--- src/rtl/cdc_fifo_wr_arbiter_pkg.sv ---
// Shared types and helpers for the write-side FIFO arbiter.
// Holds the FSM state encoding and the round-robin search used by the
// combinational arbiter.
package cdc_fifo_wr_arbiter_pkg;

    typedef enum logic {
        IDLE  = 1'b0,
        BURST = 1'b1
    } arb_state_t;

    // Widest requester vector the round-robin search handles.
    localparam int RR_MAX   = 32;
    localparam int RR_IDX_W = 5;

    typedef struct packed {
        logic                found;
        logic [RR_IDX_W-1:0] idx;
    } rr_pick_t;

    // First set bit of valid[n-1:0] at or after ptr, wrapping modulo n.
    // Offsets are scanned from the far end so the nearest one is kept last.
    function automatic rr_pick_t rr_pick(input logic [RR_MAX-1:0] valid,
                                         input int                ptr,
                                         input int                n);
        rr_pick_t            res;
        int                  cand;
        logic [RR_IDX_W-1:0] cidx;
        res = '0;
        for (int off = RR_MAX - 1; off >= 0; off--) begin
            if (off < n) begin
                cand = ptr + off;
                if (cand >= n) begin
                    cand = cand - n;
                end
                cidx = cand[RR_IDX_W-1:0];
                if (valid[cidx]) begin
                    res.found = 1'b1;
                    res.idx   = cidx;
                end
            end
        end
        return res;
    endfunction

endpackage

--- src/rtl/cdc_fifo_wr_arbiter_rr.sv ---
// Combinational round-robin picker: first valid requester at or after the
// rotating pointer, reported both as an index and as a one-hot vector.
module cdc_fifo_wr_arbiter_rr
    import cdc_fifo_wr_arbiter_pkg::*;
#(
    parameter int NUM_REQ = 4,
    parameter int IDX_W   = $clog2(NUM_REQ)
) (
    input  logic [NUM_REQ-1:0] valid,
    input  logic [IDX_W-1:0]   rr_ptr,
    output logic               found,
    output logic [IDX_W-1:0]   win_idx,
    output logic [NUM_REQ-1:0] win_onehot
);

    rr_pick_t pick;

    // Search from the pointer and expand the winner into both encodings.
    always_comb begin
        pick       = rr_pick(RR_MAX'(valid), int'(rr_ptr), NUM_REQ);
        found      = pick.found;
        win_idx    = IDX_W'(pick.idx);
        win_onehot = '0;
        if (pick.found) begin
            win_onehot = NUM_REQ'(1) << win_idx;
        end
    end

endmodule

--- src/rtl/cdc_fifo_wr_arbiter.sv ---
// Write-port arbiter for a CDC FIFO with occupancy feedback.
// Round-robin, burst-locked: a winner owns the FIFO write port until its
// last beat, MAX_BURST beats, or IDLE_TMO consecutive cycles without valid.
// A burst is only admitted when the FIFO reports room for MAX_BURST beats.
module cdc_fifo_wr_arbiter
    import cdc_fifo_wr_arbiter_pkg::*;
#(
    parameter int NUM_REQ   = 4,
    parameter int WIDTH     = 8,
    parameter int SLOTS     = 8,
    parameter int MAX_BURST = 4,
    parameter int IDLE_TMO  = 16
) (
    input  logic                             clk_wr,
    input  logic                             arst_wr_n,
    input  logic [NUM_REQ-1:0]               req_valid_i,
    input  logic [NUM_REQ-1:0][WIDTH-1:0]    req_data_i,
    input  logic [NUM_REQ-1:0]               req_last_i,
    output logic [NUM_REQ-1:0]               req_ready_o,
    output logic                             fifo_wr_en_o,
    output logic [WIDTH-1:0]                 fifo_wr_data_o,
    input  logic                             fifo_wr_full_i,
    input  logic [$clog2(SLOTS):0]           fifo_ocup_i,
    output logic [$clog2(NUM_REQ)-1:0]       grant_id_o,
    output logic                             busy_o
);

    localparam int IDX_W  = $clog2(NUM_REQ);
    localparam int OCUP_W = $clog2(SLOTS) + 1;
    localparam int BEAT_W = $clog2(MAX_BURST) + 1;
    localparam int TMO_W  = $clog2(IDLE_TMO) + 1;

    arb_state_t           state;
    logic [IDX_W-1:0]     rr_ptr;
    logic [IDX_W-1:0]     grant_id;
    logic [NUM_REQ-1:0]   grant_oh;
    logic [BEAT_W-1:0]    beat_cnt;
    logic [TMO_W-1:0]     tmo_cnt;

    logic [OCUP_W-1:0]    free_slots;
    logic                 admit;
    logic                 pick_found;
    logic [IDX_W-1:0]     pick_idx;
    logic [NUM_REQ-1:0]   pick_oh;

    logic                 in_burst;
    logic                 g_valid;
    logic                 g_last;
    logic                 beat;
    logic                 burst_end;
    logic                 tmo_hit;
    logic [IDX_W-1:0]     next_ptr;

    cdc_fifo_wr_arbiter_rr #(
        .NUM_REQ (NUM_REQ),
        .IDX_W   (IDX_W)
    ) u_rr (
        .valid      (req_valid_i),
        .rr_ptr     (rr_ptr),
        .found      (pick_found),
        .win_idx    (pick_idx),
        .win_onehot (pick_oh)
    );

    // Admission check and per-cycle burst decisions for the granted requester.
    always_comb begin
        free_slots = OCUP_W'(SLOTS) - fifo_ocup_i;
        admit      = (free_slots >= OCUP_W'(MAX_BURST));
        in_burst   = (state == BURST);
        g_valid    = req_valid_i[grant_id];
        g_last     = req_last_i[grant_id];
        beat       = in_burst && g_valid && !fifo_wr_full_i;
        burst_end  = beat && (g_last || (beat_cnt == BEAT_W'(MAX_BURST - 1)));
        tmo_hit    = in_burst && !g_valid && (tmo_cnt == TMO_W'(IDLE_TMO - 1));
        next_ptr   = (grant_id == IDX_W'(NUM_REQ - 1)) ? '0 : grant_id + 1'b1;
    end

    // Steer the granted requester onto the FIFO write port; quiet outside BURST.
    always_comb begin
        fifo_wr_en_o   = beat;
        req_ready_o    = beat ? grant_oh : '0;
        fifo_wr_data_o = in_burst ? req_data_i[grant_id] : '0;
        grant_id_o     = grant_id;
        busy_o         = in_burst;
    end

    // Arbitration FSM: grant in IDLE, count beats and stall cycles in BURST.
    always_ff @(posedge clk_wr or negedge arst_wr_n) begin
        if (!arst_wr_n) begin
            state    <= IDLE;
            rr_ptr   <= '0;
            grant_id <= '0;
            grant_oh <= '0;
            beat_cnt <= '0;
            tmo_cnt  <= '0;
        end else begin
            case (state)
                IDLE: begin
                    if (pick_found && admit) begin
                        grant_id <= pick_idx;
                        grant_oh <= pick_oh;
                        beat_cnt <= '0;
                        tmo_cnt  <= '0;
                        state    <= BURST;
                    end
                end
                BURST: begin
                    if (burst_end || tmo_hit) begin
                        state    <= IDLE;
                        rr_ptr   <= next_ptr;
                        beat_cnt <= '0;
                        tmo_cnt  <= '0;
                    end else if (beat) begin
                        beat_cnt <= beat_cnt + 1'b1;
                        tmo_cnt  <= '0;
                    end else if (!g_valid) begin
                        tmo_cnt  <= tmo_cnt + 1'b1;
                    end
                    // Valid high but FIFO full: hold both counters.
                end
                default: begin
                    state <= IDLE;
                end
            endcase
        end
    end

    a_ready_onehot0 : assert property (@(posedge clk_wr) disable iff (!arst_wr_n)
        $onehot0(req_ready_o));

    a_no_write_when_full : assert property (@(posedge clk_wr) disable iff (!arst_wr_n)
        !(fifo_wr_en_o && fifo_wr_full_i));

    a_burst_fits_fifo : assert property (@(posedge clk_wr) disable iff (!arst_wr_n)
        (MAX_BURST >= 1) && (MAX_BURST <= SLOTS));

    a_slots_pow2 : assert property (@(posedge clk_wr) disable iff (!arst_wr_n)
        (SLOTS > 0) && ((SLOTS & (SLOTS - 1)) == 0));

endmodule

--- config.mk ---
export PLATFORM = sky130hd
export DESIGN_NAME = cdc_fifo_wr_arbiter
export DESIGN_NICKNAME = d
export VERILOG_FILES = /design/src/rtl/cdc_fifo_wr_arbiter_pkg.sv /design/src/rtl/cdc_fifo_wr_arbiter_rr.sv /design/src/rtl/cdc_fifo_wr_arbiter.sv
export SDC_FILE = /design/constraint.sdc
export NUM_CORES = 1
export LEC_CHECK = 0
export CORE_MARGIN = 1.5
export CORE_UTILIZATION = 45
export DETAILED_ROUTE_END_ITERATION = 12
export DONT_BUFFER_PORTS = 1
export GPL_ROUTABILITY_DRIVEN = 0
export PLACE_DENSITY = 0.72
export SLEW_MARGIN = 0
export SYNTH_ARGS = -nofsm -noshare
export SYNTH_HDL_FRONTEND = slang
export SYNTH_HIERARCHICAL = 1
export SYNTH_SLANG_ARGS = --single-unit
export TNS_END_PERCENT = 20
--- constraint.sdc ---
create_clock -name clk_wr -period 4.2 [get_ports clk_wr]
set_clock_uncertainty 0.1 [all_clocks]
set_input_delay 0.84 -clock clk_wr [delete_from_list [all_inputs] [get_ports clk_wr]]
set_output_delay 0.84 -clock clk_wr [all_outputs]
set_load 0.1 [all_outputs]
# Word-level counts from Yosys, hierarchy flattened
# Cells that the tools add are included.
totals:
  ff_bits: 17
  wordCells: 87
op_classes:
  n_lt_le_gt_ge: 10
  n_addsub: 11
  shift: 1
  n_bitwise: 1
  reduce_logical: 14
  muxes: 38
  n_eq_ne: 6
ops:
  columns: ["cell", "count"]
  rows:
  - ["32-bit by 4-bit >= comparator with 1-bit output, second input constant", 3]
  - ["5-bit two-way mux", 8]
  - ["5-bit by 6-bit < comparator with 1-bit output, second input constant", 4]
  - ["6-bit two-way mux", 4]
  - ["1-bit binary-select mux with 5-bit select", 4]
  - ["8-bit binary-select mux with 2-bit select", 1]
  - ["8-bit two-way mux", 2]
  - ["5-bit by 4-bit subtractor with 5-bit output, second input constant", 3]
  - ["5-bit one-hot mux with 2 select lines", 1]
  - ["3-bit two-way mux", 3]
  - ["1-bit two-way mux", 8]
  - ["4-bit two-way mux", 2]
  - ["2-bit AND reduction", 4]
  - ["2-bit by 2-bit adder with 3-bit output, second input constant", 2]
  - ["1-bit logical AND", 6]
  - ["3-bit one-hot mux with 2 select lines", 1]
  - ["5-bit by 1-bit adder with 5-bit output, second input constant", 1]
  - ["5-bit by 4-bit == test with 1-bit output, second input constant", 1]
  - ["1-bit binary-select mux with 2-bit select", 2]
  - ["4-bit by 3-bit >= comparator with 1-bit output, second input constant", 1]
  - ["4-bit by 2-bit != test with 1-bit output, second input constant", 1]
  - ["1-bit by 2-bit << shifter with 4-bit output, first input constant", 1]
  - ["2-bit by 3-bit subtractor with 4-bit output, second input constant", 1]
  - ["4-bit subtractor, first input constant", 1]
  - ["other kinds (14)", 16]

# Longest topological paths before layout
logic_depth:
  ltp_word: 12
  depth_mapped: 10

# By module
# Netlist, hierarchy kept.
by_module_without_submodules:
  columns: ["module", "instances", "cells_per_inst", "seq_area_each_um2", "area_per_inst_um2"]
  rows:
  - ["cdc_fifo_wr_arbiter", 1, 94, 425.4, 1162.4]
  - ["cdc_fifo_wr_arbiter_rr", 1, 48, 0.0, 365.4]

# Worst setup path after synthesis
# No wires, ideal clock.
synth_timing:
  path_kind: "register to output"
  startpoint: "register grant_id[0], in the netlist grant_id_o[0]"
  endpoint: "output req_ready_o[0]"
  path_stages_with_launch: 4
  t_arrival_ns: 3.176
  path_slack_ns: 0.084
  required_ns: 3.260
  path_cell_list: "dfrtp_1 > mux4_2 > and3_1 > and2_1"
synth_between:
  elab_chain_len: 5
synth_lines:
  columns: ["element", "line_no", "source"]
  rows:
  - ["start: declaration", "cdc_fifo_wr_arbiter.sv:35", "logic [IDX_W-1:0] grant_id;"]
  - ["start signal: assignment", "cdc_fifo_wr_arbiter.sv:100", "grant_id <= pick_idx;"]
  - ["1-bit binary-select mux with 2-bit select", "cdc_fifo_wr_arbiter.sv:70", "g_valid = req_valid_i[grant_id];"]
  - ["1-bit two-way mux (implied by the code)", "cdc_fifo_wr_arbiter.sv:70", null]
  - ["1-bit logical AND (2 in a row)", "cdc_fifo_wr_arbiter.sv:72", "beat = in_burst && g_valid && !fifo_wr_full_i;"]
  - ["named net fifo_wr_en_o", "cdc_fifo_wr_arbiter.sv:20", "output logic fifo_wr_en_o,"]
  - ["4-bit two-way mux", "cdc_fifo_wr_arbiter.sv:81", "req_ready_o = beat ? grant_oh : '0;"]
  - ["end: declaration", "cdc_fifo_wr_arbiter.sv:19", "output logic [NUM_REQ-1:0] req_ready_o,"]
# The timed path passes the listed nets, and every way through them passes these cells. The select of a mux whose other input is x is not followed.

# Worst setup path after layout
layout_timing:
  startpoint: "register grant_id[0], in the netlist grant_id_o[0]"
  endpoint: "output req_ready_o[0]"
layout_between:
  elab_chain_len: 5
layout_lines:
  columns: ["element", "line_no"]
  rows:
  - ["1-bit binary-select mux with 2-bit select", "cdc_fifo_wr_arbiter.sv:70"]
  - ["1-bit two-way mux (implied by the code)", "cdc_fifo_wr_arbiter.sv:70"]
  - ["1-bit logical AND (2 in a row)", "cdc_fifo_wr_arbiter.sv:72"]
  - ["4-bit two-way mux", "cdc_fifo_wr_arbiter.sv:81"]
# No other way between the ends. The select of a mux whose other input is x is not followed.

==> results.txt <==
The flow ran to the end, and the final reports show no timing, DRC or antenna violations. After detailed routing, the wire length on met1 is 1400 µm. Leaving out fill and tap cells, the most frequent cell in the layout is dfrtp_1. In the detailed route, the total length drawn on met3 is 316 µm.

The tools report the sequential cell area fraction in the yosys report as 27.8%. Kind of launch point of the worst setup path: a flop. Global routing consumed, over all layers together, 19.5% of the routing resources. The tools report the number of endpoints with negative hold slack in the final report as 0. The horizontal die dimension works out to 61.3 µm.

Pin placement for this block handled 63 I/O pins. The run gives 1.21 ns as the slack of the worst reg-to-reg path. The number of slew-limit violations in the final report came out at 0. Library cell contributing the largest single delay on the critical path: mux4_2. The highest layer touched by signal routing is met4. The tools report the cell count after synthesis as 142. The ratio of cells with drive above 1 in the final layout works out to 30.6%. The number of antenna cells inserted was 0; the floorplan die height was 61.3 µm. After floorplanning, the core was divided into 20 placement rows. The summed instance area of the synthesized netlist is 0.00153 mm². Data on the critical path is required at its endpoint by 3.26 ns.

The run gives 53.2% as the normalized max-slew margin. Wire segments on met2 add up to 1810 µm in the final route. After layout, the minimum clock period comes to 3.39 ns.

The logs give 45 for the number of distinct library cell variants in the gate-level netlist after synthesis and 0 for the number of antenna violations at the first check in global routing. Share of synthesized registers carrying an async set or reset: 100%. Buffers inserted during clock tree synthesis total 3. TritonCTS built the clock tree.

Compared with the post-synthesis result, the final layout area differs by 14.6%. The detailed router placed 1202 vias in this run. The tightest min-delay check is of the input pin to asynchronous set/reset pin type. For this run, the leading register cell type out of synthesis is dfrtp_1. The via count of the first global-routing pass came out at 1219.

For this run, the detailed router's first-pass iteration total came to 4. The worst setup path is captured at an output pin. The wire length per cell is 17.6 µm, and the total DRC errors in the routed layout is 0. Core outline area: 0.00313 mm². The clock latency on the worst-skew pair came out at 0.28 ns.

Traced cell by cell, the critical path runs through mux4_2, and3_1, buf_4, and2_1, buf_12. After clock tree synthesis, the clock-pin slew on the worst setup and hold paths is 0.09 ns. CTS saw 17 sinks.

Hold repair after CTS inserted 0 buffers. During synthesis, Yosys emitted a total of 6 warnings. Setup violations remaining at the end of the flow were counted as 0.

The run gives 19 as the number of DRC violations after detailed-routing iteration 0. Adding up every negative setup slack in the final design gives 0 ns. For this block, the routed nets add up to 3540 µm of wire. Counting along the longest clock path gives a buffer depth of 2. The highest net fanout along the worst path is 14, and the die outline area is 0.00375 mm².

Dividing the detail-routed via count by the number of cells gives 5.98. Leaving out fill and tap cells, the most frequent cells in the layout are 16 x dfrtp_1, 14 x and2_1, 12 x buf_4. The run gives 48.8% as the starting density of the core.

Number of nets produced by synthesis: 199. Input and output buffers added on the ports amount to 0. Global routing finished with a remaining overflow of 0.

Across the run, the number of max-cap violations was 0. The number of setup buffers added after CTS is 0. The final layout contains 215 nets.

CTS placed an instance of clkbuf_4 at the clock tree root. The number of nets with antenna violations after routing is 0. In this run, synthesis produced a sequential element count of 17. Delay contributed by the slowest stage of the critical path: 0.66 ns. The number of resized instances in the post-cts repair step was 0; the worst endpoint data arrival time was 2.45 ns. Setup repair after global routing left no endpoint under its margin. The maximum operating frequency came out at 0.295 GHz.

The worst setup path is of the flop to output pin kind. At the pin with the least slew margin, the transition time is 0.697 ns. The total number of H-tree levels is 1, and the half-perimeter wire length of the detailed placement result is 2860 µm. A synthesized cell averages 10.8 µm². The final period utilization was 80.6%; the number of flops mapped to enable cells by yosys was 0.

Entering global routing, the biggest net connects 19 pins. The first global-routing pass estimated 5400 µm of wire.
## cells in the mapped netlist (2+ instances only)
| library cell | n | area, µm² |
|---|---|---|
| a21oi_1 | 4 | 20.0 |
| a22o_1 | 3 | 26.3 |
| a2bb2oi_1 | 2 | 17.5 |
| and2_1 | 14 | 87.6 |
| and3_1 | 4 | 25.0 |
| buf_2 | 3 | 15.0 |
| dfrtp_1 | 17 | 425 |
| ha_1 | 10 | 125 |
| inv_1 | 10 | 37.5 |
| mux2_2 | 9 | 101 |
| mux2i_1 | 5 | 50.1 |
| mux4_2 | 10 | 225 |
| nand3_1 | 3 | 15.0 |
| nor2_1 | 6 | 22.5 |
| nor2b_1 | 5 | 31.3 |
| nor3_1 | 2 | 10.0 |
| nor3b_2 | 2 | 25.0 |
| o211a_1 | 2 | 20.0 |
| o21ai_0 | 3 | 15.0 |
| o21ai_1 | 2 | 10.0 |
| o22ai_1 | 2 | 12.5 |
## cell families after synthesis
kind of cell / count (synthesis) / synth area share [%]
compound gates: 28 / 14.1
fa+ha+maj: 10 / 8.19
buf+inv: 15 / 4.42
flops: 17 / 27.8
mux: 25 / 25.6
simple gates: 47 / 19.8
## per-layer routing
metal,track usage (%),up-vias
met3,3.57,4
met1,22.2,569
li1,-,573
met2,36.3,56
met4,6.21,0
met5,0,-
## final timing paths
check	cells after the start	start	end
max	5	grant_id_o[0]	req_ready_o[0]
min	0	arst_wr_n	grant_id_o[0]
max reg2reg	8	rr_ptr[0]	grant_oh[1]
min reg2reg	2	tmo_cnt[4]	tmo_cnt[4]
max in group asynchronous	0	arst_wr_n	grant_id_o[0]
min in group clk_wr	2	tmo_cnt[4]	tmo_cnt[4]
## state kept, by name, summed over array words and instances, names as in the netlist
name and flops:
beat_cnt 3, rr_ptr 2, grant_id_o 2, tmo_cnt 5, busy_o 1, grant_oh 4
## per-stage QoR
stage	util [%]	instances	hold slack (ns)	setup WS [ns]	instance area, µm²
2_1_floorplan	-	142	0.366	0.0836	1530
3_3_place_gp	55.1	197	0.384	1.03	1720
3_5_place_dp	55.1	197	0.392	1.01	1720
4_1_cts	56.0	201	0.128	0.798	1750
5_1_grt	56.0	201	0.112	0.695	1750
6_report	56.0	201	0.142	0.814	1750
## critical path: cells and delay by family (launching register included)
kind,cells,cell delay [ns]
muxes,1,0.66
buffers and inverters,2,0.41
DFF,1,0.64
and+or+nand+nor,2,0.46
## layout make-up
class                   instances  area (µm²)
clock buffers                   4        26.3
fillers                       274        1380
inverters                      10        37.5
multi-input cells             110        1030
flip-flops and latches         17         427
well taps                      44        55.1
repair buffers                 16         170
Power is not shown: default switching activity piles up to over one toggle a cycle in this logic, so the estimate is an artifact.
==> variant 1, RTL diff (same flow settings) <==
`SLOTS`: 8 -> 16.
--- a/src/rtl/cdc_fifo_wr_arbiter.sv
+++ b/src/rtl/cdc_fifo_wr_arbiter.sv
@@ -7,7 +7,7 @@
 #(
     parameter int NUM_REQ   = 4,
     parameter int WIDTH     = 8,
-    parameter int SLOTS     = 8,
+    parameter int SLOTS     = 16,
     parameter int MAX_BURST = 4,
     parameter int IDLE_TMO  = 16
 ) (
Ports: changed (resized fifo_ocup_i); port bits go from 63 to 64. The function was not compared with the original's and may differ.
==> variant 1 against the original RTL <==
Synthesized cell count increased by 4.9%; sequential cell count stayed put; routed wire length rose by 3.4%; worst setup slack improved by 0.22 ns; first-iteration DRC count grew to 3.5 times the old value; design area shrank 0.86%; critical endpoint is now grant_oh[3]$_DFFE_PN0P_; synthesized area down 1.3%; die area down 1.3%; via count grew 5.8%.
Power is not shown: default switching activity piles up to over one toggle a cycle in this logic, so the estimate is an artifact.
==> variant 1: results (changes against the original RTL) <==
* Crit path max fanout at 12 (was 14)
* Sequential share of the synthesized area at 28.22% (was 27.85%)
* Via Count at 1272 (was 1202)
* Rel. slew slack at 55.28% (was 53.19%)
* Met1 Use GR at 21.75% (was 22.24%)
* Post-DP Area at 0.001708 sq mm (was 0.001724 sq mm)
* Worst hold slack at 0.1228 ns (was 0.1421 ns)
* Global Route Usage Sum at 19.29% (was 19.47%)
* Netlist cell types at 43 (was 45)
* Root buffer cell: clkbuf_4 (unchanged)
* Grt met2 use at 35.94% (was 36.32%)
* DR iter-0 viols at 66 (was 19)
* Synth Area in Adders at 8.299% (was 8.190%)
* Post-CTS Resized at 0 (unchanged)
* Crit path arrival time at 3.26 ns (was 2.45 ns)
* M3 GR Usage at 3.625% (was 3.571%)
* Slowest-stage cell, CP: dfrtp_1 (was mux4_2)
* Status: complete, no violations (unchanged)
* Tmin final at 3.171 ns (was 3.386 ns)
* Post-synth top flop: dfrtp_1 (unchanged)
* Mux cell area share after synthesis at 25.23% (was 25.63%)
* Reg-to-reg setup timing slack at 1.03 ns (was 1.21 ns)
* Layout cells sized above 1 at 29.27% (was 30.57%)
* Net count after synthesis at 207 (was 199)
* Drt wl/cell at 17.61 um (was 17.63 um)
* First-pass GRT wire length at 5278 um (was 5402 um)
* Synth top area cells: dfrtp_1 28%, mux4_2 15%, ha_1 8.3%, mux2_2 6.0%, and2_1 5.4% (was dfrtp_1 28%, mux4_2 15%, ha_1 8.2%, mux2_2 6.6%, and2_1 5.7%)
* Top cells by count, synth: 17 x dfrtp_1, 13 x and2_1, 13 x inv_1 (was 17 x dfrtp_1, 14 x and2_1, 10 x ha_1, 10 x inv_1, 10 x mux4_2)
* Clock slew at reported path FFs at approximately 0.10 ns
* Fill cells at 263 (was 274)
* DP Worst Slack at 1.135 ns (was 1.014 ns)
* Vias in the first global route at 1204 (was 1219)
* Nets@finish at 223 (was 215)
==> variant 1: cell types whose count changed in the layout (fill, tap and decap cells not counted), moves of 2 or more <==
| cell | change |
|---|---|
| and3_1 | -2 |
| inv_1 | +3 |
| a21oi_1 | +2 |
| nor3b_2 | -2 |
| a22o_1 | -3 |
| o211a_1 | -2 |
| or3_1 | +2 |
| nand2_1 | +4 |
| nor2_1 | +2 |
| o21ai_0 | +3 |
==> variant 1: final timing paths <==
| path | from | to | depth (start not counted) |
|---|---|---|---|
| worst max-delay path | rr_ptr[0]$_DFFE_PN0P_ | grant_oh[3]$_DFFE_PN0P_ | 9 |
| worst min-delay path | arst_wr_n | grant_oh[1]$_DFFE_PN0P_ | 0 |
| worst max register to register | rr_ptr[0]$_DFFE_PN0P_ | grant_oh[3]$_DFFE_PN0P_ | 9 |
| worst min register to register | beat_cnt[0]$_DFFE_PN0P_ | beat_cnt[0]$_DFFE_PN0P_ | 1 |
| max in group asynchronous | arst_wr_n | grant_id_o[0]$_DFFE_PN0P_ | 0 |
| min in group clk_wr | beat_cnt[0]$_DFFE_PN0P_ | beat_cnt[0]$_DFFE_PN0P_ | 1 |
==> variant 1: cells by family after synthesis <==
| group | after synthesis |
|---|---|
| and+or+nand+nor | 50 |
| AOI/OAI and AO/OA | 30 |
| muxes | 24 |
| buffers and inverters | 18 |
| DFF | 17 |
| adders and majority gates | 10 |
==> variant 1: worst max-delay path: cells and delay by family (launching register included) <==
kind                     cells  cell delay (ns)
adder cells (fa/ha/maj)      1             0.40
AND/OR/NAND/NOR              2             0.46
buffers and inverters        1             0.13
flip-flops                   1             0.65
AO/OA/AOI/OAI                4             0.95
multiplexers                 1             0.38
==> variant 1: cell type report <==
cell class,instances,area (sq um),share of cell area [%]
tap,44,55.05,3.172
clock inverter,1,5.005,0.2884
inverter,13,48.80,2.812
multi-input combinational,114,1007,58.04
sequential,17,426.7,24.59
clock buffer,3,22.52,1.298
timing repair buffer,16,170.2,9.805
==> variant 1: metal layers <==
metal	vias to the layer above	wire length [um]	share of wire (%)
met5	-	0	0
met4	0	46	1.3
met3	9	401	11
met2	95	1829	50
met1	593	1386	38
li1	575	-	-
==> variant 1: per-stage QoR <==
stage | utilization [%] | instances
finish | 55.48 | 208
global route | 55.48 | 208
CTS | 55.48 | 208
detailed placement | 54.60 | 204
global placement | 54.60 | 204
floorplan | - | 149
==> variant 2, RTL diff (same settings) <==
Without the edit above. Reset style: synchronous (`arst_wr_n`), changed in one clocked block.
--- a/src/rtl/cdc_fifo_wr_arbiter.sv
+++ b/src/rtl/cdc_fifo_wr_arbiter.sv
@@ -85,7 +85,7 @@
     end
 
     // Arbitration FSM: grant in IDLE, count beats and stall cycles in BURST.
-    always_ff @(posedge clk_wr or negedge arst_wr_n) begin
+    always_ff @(posedge clk_wr) begin
         if (!arst_wr_n) begin
             state    <= IDLE;
             rr_ptr   <= '0;
Function: differs if arst_wr_n is asserted again (counterexample within 4 cycles, from zero or initial values and one cycle with arst_wr_n low); with arst_wr_n held inactive, the same outputs for 10 cycles.
==> variant 2 against the original RTL <==
Synthesized area grew 5.3%; design area grew 0.71%; first-iteration DRC count grew 140%; synthesized cell count grew 24%; worst setup slack gained 0.23 ns; non-clock buffer count shrank 1; cell count grew 16%; sequential cell count is the same; routed wire length grew 2.3%; critical path type unchanged; critical endpoint is now fifo_wr_data_o[3]; largest cell class unchanged.
Power is left out: it rests on default switching activity, and per cell area and clock period it moved more than threefold.
==> variant 2: results (changes against the original RTL) <==
* Initial antenna violation count at 0 (unchanged)
* Initial DRT Pass Iterations at 4 (unchanged)
* WL met2 at 1812 um (was 1805 um)
* Wl on met1 at 1401 um (was 1395 um)
* Routed wire length at 3624 um (was 3543 um)
* YS warnings at 6 (unchanged)
* Layout cells sized above 1 at 22.46% (was 30.57%)
* First-pass GRT wire length at 5761 um (was 5402 um)
* FFs w/ async S/R, synth at 0% (was 100.0%)
* Fill cells at 317 (was 274)
* Met3 wire length at 363 um (was 316 um)
* Post-DP Area at 0.001735 sq mm (was 0.001724 sq mm)
* Netlist cell types at 46 (was 45)
* DP Worst Slack at 1.233 ns (was 1.014 ns)
* Largest Register: tmo_cnt (unchanged)
* Path depth of the worst reg2reg path at 9 (was 8)
* Via Count at 1383 (was 1202)
* Nets@finish at 245 (was 215)
* CTS Buffer Depth at 2 (unchanged)
* Synth top area cells: dfxtp_1 21%, mux4_2 13%, mux2i_1 10%, ha_1 7.8%, nor2b_1 5.4% (was dfrtp_1 28%, mux4_2 15%, ha_1 8.2%, mux2_2 6.6%, and2_1 5.7%)
* Sequential share of the synthesized area at 21.15% (was 27.85%)
* Top Layer Used: met4 (unchanged)
* Top cells by count, synth: 17 x dfxtp_1, 16 x mux2i_1, 14 x nor2b_1 (was 17 x dfrtp_1, 14 x and2_1, 10 x ha_1, 10 x inv_1, 10 x mux4_2)
* Global Route Usage Sum at 18.04% (was 19.47%)
* Port bufs at 0 (unchanged)
* Hold Path Stages at 1
* Worst skew pair latency at 0.29 ns
* Clock slew at reported path FFs at 0.10 ns
* Largest registers: tmo_cnt (5), grant_oh (4), beat_cnt (3) (unchanged)
* Antenna cell count at 0 (unchanged)
* Largest net degree at the start of global routing at 25 (was 19)
* Net count after synthesis at 233 (was 199)
* Root buffer cell: clkbuf_4 (unchanged)
* H-tree depth at 1 (unchanged)
* Setup Buffers After CTS at 0 (unchanged)
* Vias in the first global route at 1291 (was 1219)
* Final HPWL DP at 2866 um (was 2856 um)
* Slew @ Worst Pin at 0.8718 ns (was 0.6974 ns)
* Min-delay worst type: reg2reg (was in2async)
* Crit path max fanout at 14 (unchanged)
* Post-CTS Resized at 0 (unchanged)
* Status: complete, no violations (unchanged)
* Inserted Clock Buffers at 3 (unchanged)
* DR iter-0 viols at 46 (was 19)
* Fin util at 52.01% (was 55.96%)
==> variant 2: cell families after synthesis <==
family	count (synthesis)	share of synthesized area [%]
simple gates	70	24.65
compound gates	34	16.33
mux	27	24.88
buf+inv	18	5.210
flops	17	21.15
fa+ha+maj	10	7.776
==> variant 2: final timing paths <==
check / start / endpoint / slack, ns
setup / recovery: grant_id_o[0]$_SDFFE_PN0P_ / fifo_wr_data_o[3] / 1.04
hold / removal: tmo_cnt[2]$_SDFFE_PN0P_ / tmo_cnt[2]$_SDFFE_PN0P_ / 0.39
setup reg to reg: rr_ptr[0]$_SDFFE_PN0P_ / tmo_cnt[4]$_SDFFE_PN0P_ / 1.21
hold reg to reg: tmo_cnt[2]$_SDFFE_PN0P_ / tmo_cnt[2]$_SDFFE_PN0P_ / 0.39
==> variant 2: metrics by stage <==
stage	std cells	hold WS, ns
floorplan	176	0.3367
global placement	229	0.3539
detailed placement	229	0.3735
CTS	233	0.3892
global route	233	0.4206
finish	233	0.3875
==> variant 2: routing by layer <==
| metal | vias up | track usage, % |
|---|---|---|
| met2 | 68 | 33.60 |
| met4 | 0 | 3.056 |
| li1 | 672 | - |
| met5 | - | 0 |
| met3 | 8 | 7.748 |
| met1 | 635 | 18.98 |
==> variant 2: critical path, cell delays in order, from the launching register on <==
cell and delay (ns):
dfxtp_2 0.58, buf_4 0.40, mux4_2 0.54, and2_1 0.17
buf_4 0.23
==> variant 2: final cells by class <==
class,count,share of cell area [%]
multi-input cells,141,67.21
flip-flops and latches,17,19.45
repair buffers,15,6.388
well taps,46,3.265
inverters,10,2.129
clock buffers,3,1.278
clock inverters,1,0.2839
